### config.mk
export PLATFORM = sky130hd
export DESIGN_NAME = adc_frame_sequencer
export DESIGN_NICKNAME = d
export VERILOG_FILES = /design/src/rtl/adc_frame_sequencer.sv
export SDC_FILE = /design/constraint.sdc
export NUM_CORES = 1
export LEC_CHECK = 0
export ABC_AREA = 1
export CORE_MARGIN = 1.5
export CORE_UTILIZATION = 38
export DETAILED_ROUTE_END_ITERATION = 12
export PLACE_DENSITY = 0.74
export SYNTH_ARGS = -nofsm -noshare
export SYNTH_HDL_FRONTEND = slang
export SYNTH_SLANG_ARGS = --single-unit
### constraint.sdc
create_clock -name clk -period 2.9 [get_ports clk]
set_input_delay 0.29 -clock clk [delete_from_list [all_inputs] [get_ports clk]]
set_output_delay 0.29 -clock clk [all_outputs]
set_load 0.005 [all_outputs]
### src/rtl/adc_frame_sequencer.sv
// adc_frame_sequencer: syncs ADC convst, streams FRAME_LEN sample pairs to both MACs, then waits for both calc_done.
// Optional calc watchdog is enabled by defining SEQ_TIMEOUT_EN.
module adc_frame_sequencer #(
  parameter int FRAME_LEN      = 10,
  parameter int IDX_W          = 8,
  parameter int DATA_W         = 12,
  parameter int TIMEOUT_CYCLES = 65535
) (
  input  logic              clk,
  input  logic              rst,
  input  logic              convst,
  input  logic [DATA_W-1:0] ch0_data,
  input  logic [DATA_W-1:0] ch1_data,
  input  logic [1:0]        calc_done,
  output logic [IDX_W-1:0]  index_data,
  output logic [DATA_W-1:0] input_data0,
  output logic [DATA_W-1:0] input_data1,
  output logic              we,
  output logic              wr_stb,
  output logic [15:0]       frame_cnt,
  output logic              overrun,
  output logic              timeout
);
  typedef enum logic [1:0] {FILL, CALC, DONE} state_t;
  state_t            state_q;
  logic              s1_q, s2_q, prev_q, rise_q;
  logic [IDX_W-1:0]  cnt_q, index_q;
  logic [DATA_W-1:0] d0_q, d1_q;
  logic [1:0]        done_q;
  logic [15:0]       frame_q;
  logic              we_q, stb_q, ovr_q, tmo_q, tmo_hit, last;
  assign last = stb_q && index_q == IDX_W'(FRAME_LEN - 1);
`ifdef SEQ_TIMEOUT_EN
  logic [31:0] wdog_q;
  always_ff @(posedge clk)
    wdog_q <= (rst || state_q != CALC) ? 32'd0 : wdog_q + 32'd1;
  assign tmo_hit = state_q == CALC && wdog_q == 32'(TIMEOUT_CYCLES - 1);
`else
  assign tmo_hit = TIMEOUT_CYCLES < 0;
`endif
  always_ff @(posedge clk) begin
    if (rst) begin
      state_q <= FILL;
      {s1_q, s2_q, prev_q, rise_q} <= '0;
      cnt_q   <= '0;
      index_q <= '0;
      d0_q    <= '0;
      d1_q    <= '0;
      done_q  <= '0;
      frame_q <= '0;
      we_q    <= 1'b1;
      stb_q   <= 1'b0;
      ovr_q   <= 1'b0;
      tmo_q   <= 1'b0;
    end else begin
      s1_q   <= convst;
      s2_q   <= s1_q;
      prev_q <= s2_q;
      rise_q <= s2_q & ~prev_q;
      stb_q  <= 1'b0;
      case (state_q)
        FILL:
          // the strobe for the last index must finish with we=1 before switching
          if (last) begin
            state_q <= CALC;
            we_q    <= 1'b0;
            index_q <= '0;
            ovr_q   <= ovr_q | rise_q;
          end else if (rise_q) begin
            d0_q    <= ch0_data;
            d1_q    <= ch1_data;
            index_q <= cnt_q;
            stb_q   <= 1'b1;
            cnt_q   <= cnt_q + 1'b1;
          end
        CALC: begin
          ovr_q  <= ovr_q | rise_q;
          done_q <= done_q | calc_done;
          if (tmo_hit) begin
            state_q <= FILL;
            we_q    <= 1'b1;
            tmo_q   <= 1'b1;
            done_q  <= '0;
            cnt_q   <= '0;
          end else if ((done_q | calc_done) == 2'b11) state_q <= DONE;
        end
        DONE: begin
          ovr_q   <= ovr_q | rise_q;
          frame_q <= frame_q + 16'd1;
          done_q  <= '0;
          cnt_q   <= '0;
          we_q    <= 1'b1;
          state_q <= FILL;
        end
        default: state_q <= FILL;
      endcase
    end
  end
  assign index_data  = index_q;
  assign input_data0 = d0_q;
  assign input_data1 = d1_q;
  assign we          = we_q;
  assign wr_stb      = stb_q;
  assign frame_cnt   = frame_q;
  assign overrun     = ovr_q;
  assign timeout     = tmo_q;
endmodule
# [After elaboration in Yosys (flattened, before gate mapping)]
# Cells that the tools add are included.
# W data, S select, Z words.
[word_totals] regBits=67 word_cells=58
[classes] n_addsub=2 eq_ne=8 mux=14 bitwise=6 n_reduce_logical=14
[op_table] operator="$mux W8" count=4
[op_table] operator="$add A16 B1 Y16 const B" count=1
[op_table] operator="$pmux W8 S2" count=1
[op_table] operator="$add A8 B1 Y8 const B" count=1
[op_table] operator="$eq A8 B4 Y1 const B" count=1
[op_table] operator="$ne A2 B2 Y1 const B" count=4
[op_table] operator="$pmux W2 S2" count=2
[op_table] operator="$reduce_and A2 Y1" count=4
[op_table] operator="$reduce_bool A2 Y1" count=4
[op_table] operator="$reduce_and A3 Y1" count=2
[op_table] operator="$eq A2 B2 Y1 const B" count=2
[op_table] operator="$mux W2" count=2
[op_table] operator="$pmux W1 S2" count=2
[op_table] operator="$mux W1" count=3
[op_table] operator="$not A1 Y1" count=3
[op_table] operator="$reduce_or A3 Y1" count=1
[op_table] operator="$eq A2 B1 Y1 const B" count=1
[op_table] operator="$logic_not A2 Y1" count=1
[op_table] operator="$or A2 B2 Y2" count=1
[op_table] operator="$reduce_or A2 Y1" count=1
[op_table] operator="$and A1 B1 Y1" count=1
[op_table] operator="$logic_and A1 B1 Y1" count=1
[op_table] operator="$or A1 B1 Y1" count=1

# [Depth between registers and ports, before layout]
# Gate-level depths: netlist of run 1.
[depth] word_depth=4 ltp_mapped=9

# [Worst setup path before layout of run 1]
# OpenSTA, ideal clock, no wires.
[synth_path] kind="reg-to-reg" start="register state_q[0]" end="register frame_q[14], in the netlist frame_cnt[14]" arrival_ns=1.320 required_ns=2.785 slack_ns=1.465 stages_incl_launch_ff=10 synth_period_minus_slack_ns=1.435 cell_sequence="dfxtp_1 > inv_1 > ha_1 > inv_2 > nor3_2 > nand2_1 > nor2_1 > nand4_1 > nand2_1 > nor2_1"
[synth_via] elab_chain_len=1
[synth_rtl] item="start, declared" line_no="25" text="state_t state_q;"
[synth_rtl] item="start signal, assigned" line_no="43" text="state_q <= FILL;"
[synth_rtl] item="start signal, assigned" line_no="65" text="state_q <= CALC;"
[synth_rtl] item="start signal, assigned" line_no="80" text="state_q <= FILL;"
[synth_rtl] item="$eq A2 B2 Y1" line_no="61" text="case (state_q)"
[synth_rtl] item="end signal, assigned" line_no="89" text="frame_q <= frame_q + 16'd1;"
[synth_rtl] item="end, declared" line_no="30" text="logic [15:0] frame_q;"
# No other way between the ends.
# A chain may end at the register's enable or synchronous reset.

# [Final worst setup path of run 1]
# Same ends and word-level chain as after synthesis.

==> flow_results.org, run 1 <==
** Layout
- Across the whole layout, storage elements account for 1340 µm².
- NumNets Final :: 502
- At the end of the flow the core is filled with cells to 53.6%.
- After filler insertion, the fill cell instance count of the layout stands at 671.
- Final instance count without filler cells :: 571
- The finished cells cover 3930 µm².
- Summing all multi-input logic gate instances after layout gives 1340 µm².
- Fraction of layout cells with a size suffix above 1 :: 5.51%
- The number of antenna diodes in the final layout is 0.
- From synthesis to final layout, the design area changed by 34.6%.

** Power and ir drop
- Max VDD drop :: 0.230 mV
- Net switching is 23.5% of the power.
- Total power for the finished layout comes to 1.72 mW.
- Clock network power share :: 39.9%
- Cell internal power was estimated by the tool at 1.32 mW.
- Combinational logic is responsible for 5.9% of the overall power.
- Lkg Pwr :: 1.47 nW
- Dividing total power by cell area gives a power density of 439 nW/µm².
- Switch Pwr :: 0.405 mW
- Sequential power share :: 54.3%

** Logic synthesis
- Syn Area/Cell :: 7.41 µm²
- The share of the Yosys chip area taken by registers is 46.0%.
- Number of warnings reported in the yosys synthesis log :: 0
- Netlist area before placement :: 2920 µm²
- Post-Syn Nets :: 429
- Count of mapped cells out of synthesis :: 394
- The netlist uses 29 different library cells.
- Post-synthesis sequential element count :: 67

** Drt
- TritonRoute pass-1 iters :: 4
- After detailed routing, the number of vias per cell comes to 4.94.
- Once detail routing completed, the nets flagged for antenna violations numbered 0.
- Remaining routing DRC violations :: 0
- Count of routing violations after the opening detailed-route iteration :: 124
- Vias post-DR :: 2,823
- Average wire per standard cell :: 12.9 µm
- Routed wire length :: 7340 µm

** Clock tree
- Total clock sinks :: 67
- Num CTS Buffers :: 9
- The clock tree synthesis step divided the H-tree into 3 levels.
- Post-CTS repair timing setup buffer count :: 0
- Quantity of hold-fixing buffers added after cts :: 0
- Resize count post-CTS :: 0
- TritonCTS clock tree :: done
- No sink is reached through more buffers than the 2 on the longest clock path.
- Clock slew at reported path FFs :: 0.07 ns
- Source-to-sink clock delay at the later pin of the worst-skew pair :: 0.35 ns
- The cell sitting at the root of the clock tree is a clkbuf_8.

** Timing
- The worst path needs 1.91 ns of the cycle, external delays included.
- Fin worst setup slack :: 0.986 ns
- The count of final hold-check violations was 0.
- The worst pin sits at a relative slew slack of 51.1%.
- Number of slew-limit violations in the final report :: 0
- Static timing analysis puts the maximum clock frequency at 0.522 GHz.
- Slew at the pin closest to its max-slew limit :: 0.733 ns
- Setup_tns :: 0 ns
- Crit share post-route :: 66.0%
- Between clock sinks in the finished design, the worst skew comes to 0.0125 ns.
- RSZ-0062 raised after global routing :: no
- Hold is met by 0.385 ns.
- Endpoints failing setup :: 0

** Global route
- The via count of the first global-routing pass is 2,511.
- Pin count of the biggest net entering global routing :: 44
- The number of antenna violations at the first check in global routing came to 0.
- For this run the aggregate overflow at the end of global routing stands at 0.
- Total track usage :: 17.9%
- Wire length of the first global-routing pass :: 11,700 µm

** Setup path
- The worst setup path is captured at a flop.
- For this design, the slowest cell found on the critical path is ha_1.
- STA classifies the critical path startpoint as a flop.
- Critical Path Max Stage Delay :: 0.50 ns
- The worst register-to-register path ends at frame_cnt[14].
- CP top delay family :: simple AND/OR/NAND/NOR gates
- Data arrives at the worst endpoint at 2.16 ns.
- Instance count on the critical path :: 9
- Of all nets on the critical path, the largest fanout is 15.
- The signal on the critical path passes through inv_1 > ha_1 > inv_2 > nor3_2 > nand2_1 > nor2_1 > nand4_1 > nand2_1 > nor2_1.
- Req. time, crit path :: 3.15 ns
- Source of the critical timing path :: state_q[0]
- Slack of the worst reg-to-reg path :: 0.99 ns
- Critical Path End :: frame_cnt[14]
- Buf/Inv on CP :: 2
- The worst register-to-register path begins at state_q[0].
- The worst register-to-register path has a depth of 9.
- The critical path in this run is classified as reg -> reg.

** Place
- Post-place instance area :: 3750 µm²
- The wire-length estimate of the detail-placed layout is 5090 µm.
- At the placement stage, the worst setup path has a slack of 0.988 ns.
- Count of buffers inserted at the top-level ports :: 79
- Placed cells :: 555
- At the end of routability-driven placement, the weighted congestion stood at 0.757.

** Outcome
- Status :: finished clean

** Die
- The die is 90.6 µm wide.
- # rows :: 31
- Starting density of the core :: 39.8%
- During I/O placement, the number of pins put on the boundary was 81.
- Full die area :: 8210 µm²
- Die height :: 90.6 µm
- In this run the standard cell core region covers 7330 µm².

** Worst hold path
- Worst min path class :: reg -> reg

** Job
- Count of maximum capacitance violations :: 0
## cells by family (layout without fill, tap and decap cells)
logic type	Yosys count	in the layout	synth area share (%)
other cells	1	1	0.129
xor+xnor	3	3	0.901
flops	67	67	46.0
fa+ha+maj	6	6	2.57
compound gates	67	67	12.2
simple gates	194	194	30.2
buf+inv	56	134	8.06
## Yosys cell counts
library cell	number	area share, %
dfxtp_1	67	46
and3_1	3	0.64
o211ai_1	2	0.51
nand3_1	19	3.3
xor2_1	3	0.90
clkbuf_1	8	1.0
o21a_1	1	0.26
inv_1	35	4.5
buf_6	1	0.39
nor3_2	2	0.69
a31oi_1	1	0.21
nor2_1	36	4.6
o22ai_1	2	0.43
ha_1	6	2.6
a21oi_1	42	7.2
o21ai_0	16	2.7
conb_1	1	0.13
inv_2	1	0.13
buf_1	3	0.39
a21oi_2	1	0.30
a21o_1	1	0.26
nand2_1	97	12
o21bai_1	1	0.26
nand4_1	27	5.8
nor3_1	5	0.86
nor2_2	3	0.64
nand3_4	2	1.2
buf_2	5	0.86
buf_4	3	0.77
## worst min-delay path by stage
stage	start	to	slack, ns	cells after the start
global placement	prev_q	rise_q	0.38	1
detailed placement	prev_q	rise_q	0.39	1
global route	prev_q	rise_q	0.41	1
CTS	prev_q	rise_q	0.39	1
finish	prev_q	rise_q	0.39	1
floorplan	prev_q	rise_q	0.37	1
## final cells by class
class | count | share of cell area (%)
clock buffers | 12 | 3.70
multi-input cells | 271 | 34.2
flip-flops and latches | 67 | 34.2
clock inverters | 4 | 0.669
repair buffers | 82 | 20.7
inverters | 36 | 3.44
well taps | 99 | 3.15
## metal layers
layer,part of all wire [%],global-route usage [%],routed length [µm],vias up
met5,0,0,0,-
met4,2.7,9.79,197,0
met3,3.7,3.28,270,17
met2,50,30.2,3660,61
met1,44,21.2,3210,1298
li1,-,-,-,1447
## registers in the layout, indices dropped and copies added, names as in the netlist, 2 cells and up
register     cells
index_data       8
frame_cnt       16
done_q           2
cnt_q            8
input_data1     12
state_q          2
input_data0     12
## power by group through the flow
stage	Sequential [mW]	Clock [mW]	Combinational [mW]
after floorplan	0.956	0	0.0411
after global placement	0.957	0	0.101
after CTS	0.936	0.696	0.101
final	0.936	0.688	0.101
after detailed placement	0.957	0	0.101
after global routing	0.937	0.736	0.109
## cells in the final DEF (no fill, tap or decap)
master | Yosys | final
a21o_1 | 1 | 1
a21oi_1 | 42 | 42
a21oi_2 | 1 | 1
a31oi_1 | 1 | 1
and3_1 | 3 | 3
buf_4 | 3 | 3
clkbuf_1 | 8 | 2
clkbuf_8 | 0 | 10
clkdlybuf4s50_1 | 0 | 79
clkinv_2 | 0 | 2
clkinv_4 | 0 | 1
clkinvlp_4 | 0 | 1
conb_1 | 1 | 1
dfxtp_1 | 67 | 67
ha_1 | 6 | 6
inv_1 | 35 | 35
inv_2 | 1 | 1
nand2_1 | 97 | 97
nand3_1 | 19 | 19
nand3_4 | 2 | 2
nand4_1 | 27 | 27
nor2_1 | 36 | 36
nor2_2 | 3 | 3
nor3_1 | 5 | 5
nor3_2 | 2 | 2
o211ai_1 | 2 | 2
o21a_1 | 1 | 1
o21ai_0 | 16 | 16
o21bai_1 | 1 | 1
o22ai_1 | 2 | 2
xor2_1 | 3 | 3
(Power assumes the default switching activity.)
==> inputs of run 2 (changes only) <==
--- a/config.mk
+++ b/config.mk
@@ -9,7 +9,7 @@
 export CORE_MARGIN = 1.5
 export CORE_UTILIZATION = 38
 export DETAILED_ROUTE_END_ITERATION = 12
-export PLACE_DENSITY = 0.74
+export PLACE_DENSITY = 0.76
 export SYNTH_ARGS = -nofsm -noshare
 export SYNTH_HDL_FRONTEND = slang
 export SYNTH_SLANG_ARGS = --single-unit
==> constraint.sdc (replaced) <==
create_clock -name clk -period 1.6 [get_ports clk]
set_input_delay 0.16 -clock clk [delete_from_list [all_inputs] [get_ports clk]]
set_output_delay 0.16 -clock clk [all_outputs]
set_load 0.005 [all_outputs]
==> run 2 against run 1 <==
  * Sequential share of layout area down 1.7 points
  * Register-to-register slack got worse by 0.85 ns
  * Core utilization is 2.8 points higher
  * Design area grew 5.3%
  * First-iteration DRC count up 52%
  * Critical path depth down 7
  * Die area did not move
  * Combinational power rose by 94%
  * Largest cell class is now multi-input combinational cells
  * Wire length up 4.8%
==> flow_results.org, run 2 (synthesis gave the netlist of run 1 again) <==
** Outcome
- Status :: finished clean

** Clock tree
- The register clock-pin slew on the reported worst setup and hold paths came to 0.08 ns (about the same).
- The count of H-tree levels built during CTS came to 3 (unchanged).
- The buffer depth of the longest clock path came to 2 (unchanged).
- Total clock sinks :: 67 (unchanged)
- The total clock buffers created by CTS came to 9 (unchanged).
- The tree is rooted in a clkbuf_8.
- The clock network latency to the later pin of the worst-skew pair came to 0.35 ns (about the same).
- TritonCTS clock tree :: done

** Timing
- RSZ-0062 raised after global routing :: no
- The slack of the critical path is 0.112 ns (-0.874 ns).
- The final critical path takes up 93.0% of the cycle.
- The number of endpoints failing setup at the final stage is 0 (unchanged).
- Final hold violation count :: 0 (unchanged)
- Static timing analysis puts the maximum clock frequency at 0.672 GHz.
- The worst path needs 1.49 ns of the cycle, external delays included.
- Number of slew-limit violations in the final report :: 0 (unchanged)
- The setup total negative slack came to 0 ns (unchanged).
- Setup clock skew after layout :: 0.00972 ns (-0.00275 ns)

** Drt
- Vias per inst :: 5.00 (+1.2%)
- The count of vias placed by the detailed router came to 2,946 (+4.4%).
- The number of DRC markers in iteration 0 came to 188 (+52%).
- The post-route DRC violation count is 0 (unchanged).
- TritonRoute pass-1 iters :: 4 (unchanged)
- The final routed wire length divided by cell count was 13.1 µm (+1.6%).
- The number of nets with antenna violations after routing came to 0 (unchanged).
- Routed wire length :: 7690 µm (+4.8%)

** Setup path
- Walking the worst path, the cells encountered are buf_4 > clkdlybuf4s50_1.
- The worst endpoint required time came to 1.44 ns (-1.71 ns).
- Worst setup SP type :: flop
- Worst setup EP type :: output port
- Arrival time worst endpoint :: 1.33 ns (-0.83 ns)
- The worst register-to-register path begins at state_q[0].
- The worst setup path is of the reg -> out kind.
- Critical Path Slowest Stage Cell :: clkdlybuf4s50_1
- Source of the critical timing path :: frame_cnt[0]
- The largest stage delay on the critical path came to 0.49 ns (about the same).
- Worst Path Max Fanout :: 5 (-10)

** Global route
- The fraction of met3 tracks used by global routing is 6.90% (+3.6 points).
- Number of global-route vias before repair :: 2,617 (+4.2%)
- The routing usage on met2 came to 32.3% (+2.1 points).
- The global-route wire length before repair came to 12,200 µm (+3.9%).
- Aggregate global routing overflow :: 0 (unchanged)
- Most Crowded Layer GR :: met2
- Pin count of the biggest net entering global routing :: 26 (-41%)
- Total track usage :: 18.7% (+0.83 points)
- The met1 global-route usage came to 20.7% (-0.50 points).
- Initial antenna violation count :: 0 (unchanged)

** Power and ir drop
- Total chip power :: 3.36 mW (+95%)
- The switching share of total power is 23.5% (about the same).
- Switch Pwr :: 0.788 mW (+95%)
- Cell internal power dissipation :: 2.57 mW (+95%)
- The static leakage is 1.56 nW (+6.3%).
- The maximum ir drop on the vdd rail came to 0.492 mV (+110%).
- The cell area power density came to 813 nW/µm² (+85%).
- Sequential power share :: 50.5% (-3.8 points)
- The part of the total power dissipated in combinational logic came to 5.8% (about the same).
- Clock network power share :: 43.7% (+3.8 points)

** Worst hold path
- The worst hold path begins at convst.
- The path class of the tightest hold or removal check is in -> reg.

** Layout
- The area growth from synthesis to layout is 41.7%.
- The multi-input logic area was 1380 µm² (+3.2%).
- Final instance count without filler cells :: 589 (+3.2%)
- The filler cell count in the final layout was 655 (-2.4%).
- The fraction of final layout cells sized beyond drive strength 1 was 10.4% (+4.9 points).
- The final net count is 520 (+3.6%).
- Leading cell type in the layout, fill and taps excluded :: nand2_1
- The final cell utilization of the core was 56.4% (+2.8 points).
- Area of all sequential standard cells :: 1340 µm² (unchanged)
- Diode count :: 0 (unchanged)
- Max FFs per register :: 16 (unchanged)
- Commonest cells after routing, fill and taps aside :: nand2_1 (96), clkdlybuf4s50_1 (79), dfxtp_1 (67), a21oi_1 (42), nor2_1 (35)

** Die
- The count of pins on the block boundary came to 81 (unchanged).
- The initial cell density of the core is 39.8% (unchanged).
- # rows :: 31 (unchanged)
- The placeable core region came to 7330 µm² (unchanged).
- The die extent in x is 90.6 µm (unchanged).
- Full die area :: 8210 µm² (unchanged)
- The die span in y is 90.6 µm (unchanged).

** Place
- The worst slack at placement was 0.0334 ns (-0.954 ns).
- Count of buffers inserted at the top-level ports :: 79 (unchanged)
- The number of placed instances, taps included was 567 (+2.2%).
- Last weighted congestion value of the routability-driven placer :: 0.857 (+13%)
- The detailed-placement wirelength estimate was 5400 µm (+6.0%).

** Job
- The number of max-cap violations was 0 (unchanged).
==> run 2: changes by cell type in the layout (fill, tap and decap cells not counted), sizes merged <==
cell      change
buf          +17
bufinv        +1
clkbuf        -2
clkinv        -2
clkinvlp      +1
inv           +2
nand3         +1
==> run 2: final cells by class <==
| class | instances | share of cell area (%) |
|---|---|---|
| multi-input cells | 272 | 33.5 |
| flip-flops and latches | 67 | 32.4 |
| repair buffers | 99 | 22.8 |
| clock buffers | 10 | 3.33 |
| inverters | 36 | 3.27 |
| well taps | 99 | 3.00 |
| clock inverters | 6 | 1.73 |
==> run 2: final timing paths <==
check / end / cells past startpoint / slack (ns)
max: frame_cnt[0] / 2 / 0.11
min: s1_q / 3 / 0.32
max reg2reg: frame_cnt[14] / 9 / 0.14
min reg2reg: rise_q / 1 / 0.39
==> run 2: routing by layer <==
metal  share of wire [%]  wire length (µm)  vias up
met3                 4.9               378       15
met4                 2.0               157        0
met2                  51              3930       72
met5                   0                 0        -
li1                    -                 -     1485
met1                  42              3230     1374
==> run 2: power by group through the flow <==
stage	logic (mW)	registers, mW	clock network [mW]
after detailed placement	0.191	1.73	0
after global placement	0.189	1.73	0
after floorplan	0.0744	1.73	0
final	0.196	1.70	1.47
after global routing	0.213	1.70	1.58
after CTS	0.192	1.70	1.51
==> run 2: metrics by stage <==
step	hold WS, ns	cell area, µm²
CTS	0.305	4050
global placement	0.381	3840
floorplan	0.267	2920
global route	0.300	4130
finish	0.320	4130
detailed placement	0.386	3840
==> run 2: repair_timing <==
action                     in CTS  in global routing
setup endpoints to repair       0                 39
hold buffers                    0                  0
gates resized for setup         0                  8
buffers inserted                0                  5
==> run 2: worst max-delay path: cells and delay by family, from the launching register on <==
kind                   cells  cell delay, ns
buffers and inverters      2            0.63
DFF                        1            0.35
==> inputs of run 3 (changes only) <==
--- a/config.mk
+++ b/config.mk
@@ -9,7 +9,7 @@
 export CORE_MARGIN = 1.5
 export CORE_UTILIZATION = 38
 export DETAILED_ROUTE_END_ITERATION = 12
-export PLACE_DENSITY = 0.76
+export PLACE_DENSITY = 0.74
 export SYNTH_ARGS = -nofsm -noshare
 export SYNTH_HDL_FRONTEND = slang
 export SYNTH_SLANG_ARGS = --single-unit
==> constraint.sdc (replaced) <==
create_clock -name clk -period 1.9 [get_ports clk]
set_input_delay 0.19 -clock clk [delete_from_list [all_inputs] [get_ports clk]]
set_output_delay 0.19 -clock clk [all_outputs]
set_load 0.005 [all_outputs]
==> run 3 against run 2 <==
  * Wire length shrank 5.0%
  * Worst hold slack gained 0.057 ns
  * Die area is the same
  * Highest routed layer unchanged
==> flow_results.org, run 3 (synthesis gave the netlist of run 1 again) <==
** Outcome
- Status :: finished clean

** Layout
- Area of all sequential standard cells :: 1340 µm² (unchanged)
- The flip-flop count of the largest register, all copies and words added is 16 (unchanged).
- The filler cell count in the final layout came to 707 (+7.9%).
- Leading cell type in the layout, fill and taps excluded :: nand2_1
- Area of all placed cells without fillers :: 3960 µm² (-4.2%)
- The multi-input logic area is 1340 µm² (-3.1%).
- Post-Route Utilization :: 54.0% (-2.4 points)
- The fraction of final layout cells sized beyond drive strength 1 was 6.32% (-4.1 points).
- Commonest cells after routing, fill and taps aside :: nand2_1 (97), clkdlybuf4s50_1 (79), dfxtp_1 (67), a21oi_1 (42), nor2_1 (36)
- NumNets Final :: 507 (-2.5%)
- The number of diodes is 0 (unchanged).
- From synthesis to final layout, the design area changed by 35.7%.

** Timing
- The setup total negative slack was 0 ns (unchanged).
- Fmax :: 0.633 GHz
- Setup clock skew after layout :: 0.0107 ns (+0.00103 ns)
- RSZ-0062 raised after global routing :: no
- In the finished design, the share of the clock period the worst path needs comes to 83.1%.
- Subtracting the final worst setup slack from the clock period gives 1.58 ns.
- The count of final hold-check violations came to 0 (unchanged).
- Number of slew-limit violations in the final report :: 0 (unchanged)
- The number of endpoints failing setup at the final stage is 0 (unchanged).

** Setup path
- The buffers plus inverters on the worst setup path was 2 (unchanged).
- Arrival time worst endpoint :: 1.81 ns (+0.48 ns)
- The worst endpoint required time was 2.13 ns (+0.69 ns).
- The largest stage delay on the critical path came to 0.34 ns (-0.15 ns).
- For this design, the slowest cell found on the critical path is dfxtp_1.
- Cell mode on critical path :: nor2_1
- Cell depth of the worst flop-to-flop path :: 8 (-1)
- Worst setup EP type :: flop
- Slack of the worst reg-to-reg path :: 0.32 ns (+0.18 ns)
- The worst setup path is launched from a flop.
- Ordered cell list for the critical path :: inv_1 > ha_1 > buf_4 > nand2_1 > nor2_1 > nand4_1 > o21ai_0 > nor2_1
- Instance count on the critical path :: 8 (+6)
- The worst setup path is of the reg -> reg kind.
- Worst Path Max Fanout :: 14 (+9)
- The kind of cell with the highest combined delay along the critical path is simple AND/OR/NAND/NOR gates.

** Worst hold path
- Worst min path class :: in -> reg
- The cell depth of the worst min-delay path was 3 (unchanged).

** Power and ir drop
- The switching share of total power is 22.1% (-1.3 points).
- The register share of total power was 54.5% (+4.0 points).
- Clock network power share :: 39.4% (-4.3 points)
- The part of the total power dissipated in combinational logic was 6.0% (+0.2 points).
- The net switching power of the design was 0.579 mW (-26%).
- Power per Cell Area :: 661 nW/µm² (-19%)
- Lkg Pwr :: 1.49 nW (-4.6%)
- Max VDD drop :: 0.408 mV (-17%)
- The internal power of the cells came to 2.04 mW (-21%).

** Die
- The placeable core region came to 7330 µm² (unchanged).
- The die extent in x is 90.6 µm (unchanged).
- Die height :: 90.6 µm (unchanged)
- Full die area :: 8210 µm² (unchanged)
- The number of placement rows is 31 (unchanged).
- Ports placed on the boundary :: 81 (unchanged)
- The initial cell density of the core came to 39.8% (unchanged).

** Global route
- The number of antenna violations at the first check in global routing is 0 (unchanged).
- The global-route usage over all layers is 18.9% (+0.21 points).
- Aggregate global routing overflow :: 0 (unchanged)
- Pin count of the biggest net entering global routing :: 37 (+42%)
- The via count of the first global-routing pass is 2,754 (+5.2%).
- Wire length of the first global-routing pass :: 12,600 µm (+3.5%)

** Clock tree
- The number of clock sinks is 67 (unchanged).
- Num CTS Buffers :: 9 (unchanged)
- Clock slew at reported path FFs :: 0.07 ns (about the same)
- Resize count post-CTS :: 0 (unchanged)
- TritonCTS built the clock tree.
- Maximum clock insertion buffer count :: 2 (unchanged)
- The count of H-tree levels built during CTS was 3 (unchanged).
- Clock root buffer :: clkbuf_8
- Source-to-sink clock delay at the later pin of the worst-skew pair :: 0.33 ns (-0.02 ns)
- The quantity of hold-fixing buffers added after cts was 0 (unchanged).
- Post-CTS repair timing setup buffer count :: 0 (unchanged)

** Drt
- The via count normalized by instance count is 4.90 (-2.0%).
- The number of DRC markers in iteration 0 was 186 (-1.1%).
- The number of nets with antenna violations after routing came to 0 (unchanged).
- Vias post-DR :: 2,814 (-4.5%)
- The routed wire length came to 7310 µm (-5.0%).
- TritonRoute pass-1 iters :: 4 (unchanged)
- Average wire per standard cell :: 12.7 µm (-2.5%)
- Remaining routing DRC violations :: 0 (unchanged)

** Place
- The number of buffer cells added on primary ports is 79 (unchanged).
- Post-place instance area :: 3790 µm² (-1.4%)
- Last weighted congestion value of the routability-driven placer :: 0.871 (+1.6%)
- The detailed-placement wirelength estimate came to 5170 µm (-4.3%).

** Job
- Count of maximum capacitance violations :: 0 (unchanged)
==> run 3: cell count changes in the layout (fill, tap and decap cells not counted), sizes merged <==
| cell | before | now |
|---|---|---|
| buf | 20 | 8 |
| bufinv | 1 | 0 |
| clkbuf | 10 | 12 |
| clkinvlp | 2 | 1 |
| inv | 38 | 36 |
| nand3 | 22 | 21 |
==> run 3: area by class of cell <==
| class | instances | share of cell area [%] |
|---|---|---|
| flip-flops and latches | 67 | 33.9 |
| clock buffers | 12 | 3.92 |
| multi-input cells | 271 | 33.9 |
| inverters | 36 | 3.41 |
| well taps | 99 | 3.13 |
| clock inverters | 2 | 0.316 |
| repair buffers | 87 | 21.5 |
==> run 3: metrics by stage <==
stage	total power, mW	instances	hold WS, ns	setup WS (ns)
2_1_floorplan	1.52	394	0.297	0.465
3_3_place_gp	1.62	560	0.378	0.417
3_5_place_dp	1.62	560	0.381	0.342
4_1_cts	2.66	574	0.368	0.332
5_1_grt	2.73	574	0.382	0.123
6_report	2.62	574	0.376	0.321
==> run 3: power by group through the flow <==
| stage | registers (mW) | logic, mW | clock network (mW) |
|---|---|---|---|
| 2_1_floorplan | 1.46 | 0.0627 | 0 |
| 3_3_place_gp | 1.46 | 0.157 | 0 |
| 3_5_place_dp | 1.46 | 0.158 | 0 |
| 4_1_cts | 1.43 | 0.159 | 1.07 |
| 5_1_grt | 1.43 | 0.173 | 1.13 |
| 6_report | 1.43 | 0.158 | 1.03 |
==> run 3: routing by layer <==
layer	share of wire [%]	vias up	track usage (%)
li1	-	1454	-
met1	44	1287	22.9
met2	50	63	32.1
met3	3.7	10	3.87
met4	1.8	0	8.33
met5	0	-	0
==> run 3: worst min-delay path: stages <==
cell	delay, ns
clkdlybuf4s50_1	0.39
inv_1	0.05
nor2_1	0.03
==> run 3: final timing paths <==
path | start | endpoint
max | state_q[0] | frame_cnt[9]
min | convst | s1_q
max reg2reg | state_q[0] | frame_cnt[9]
min reg2reg | prev_q | rise_q
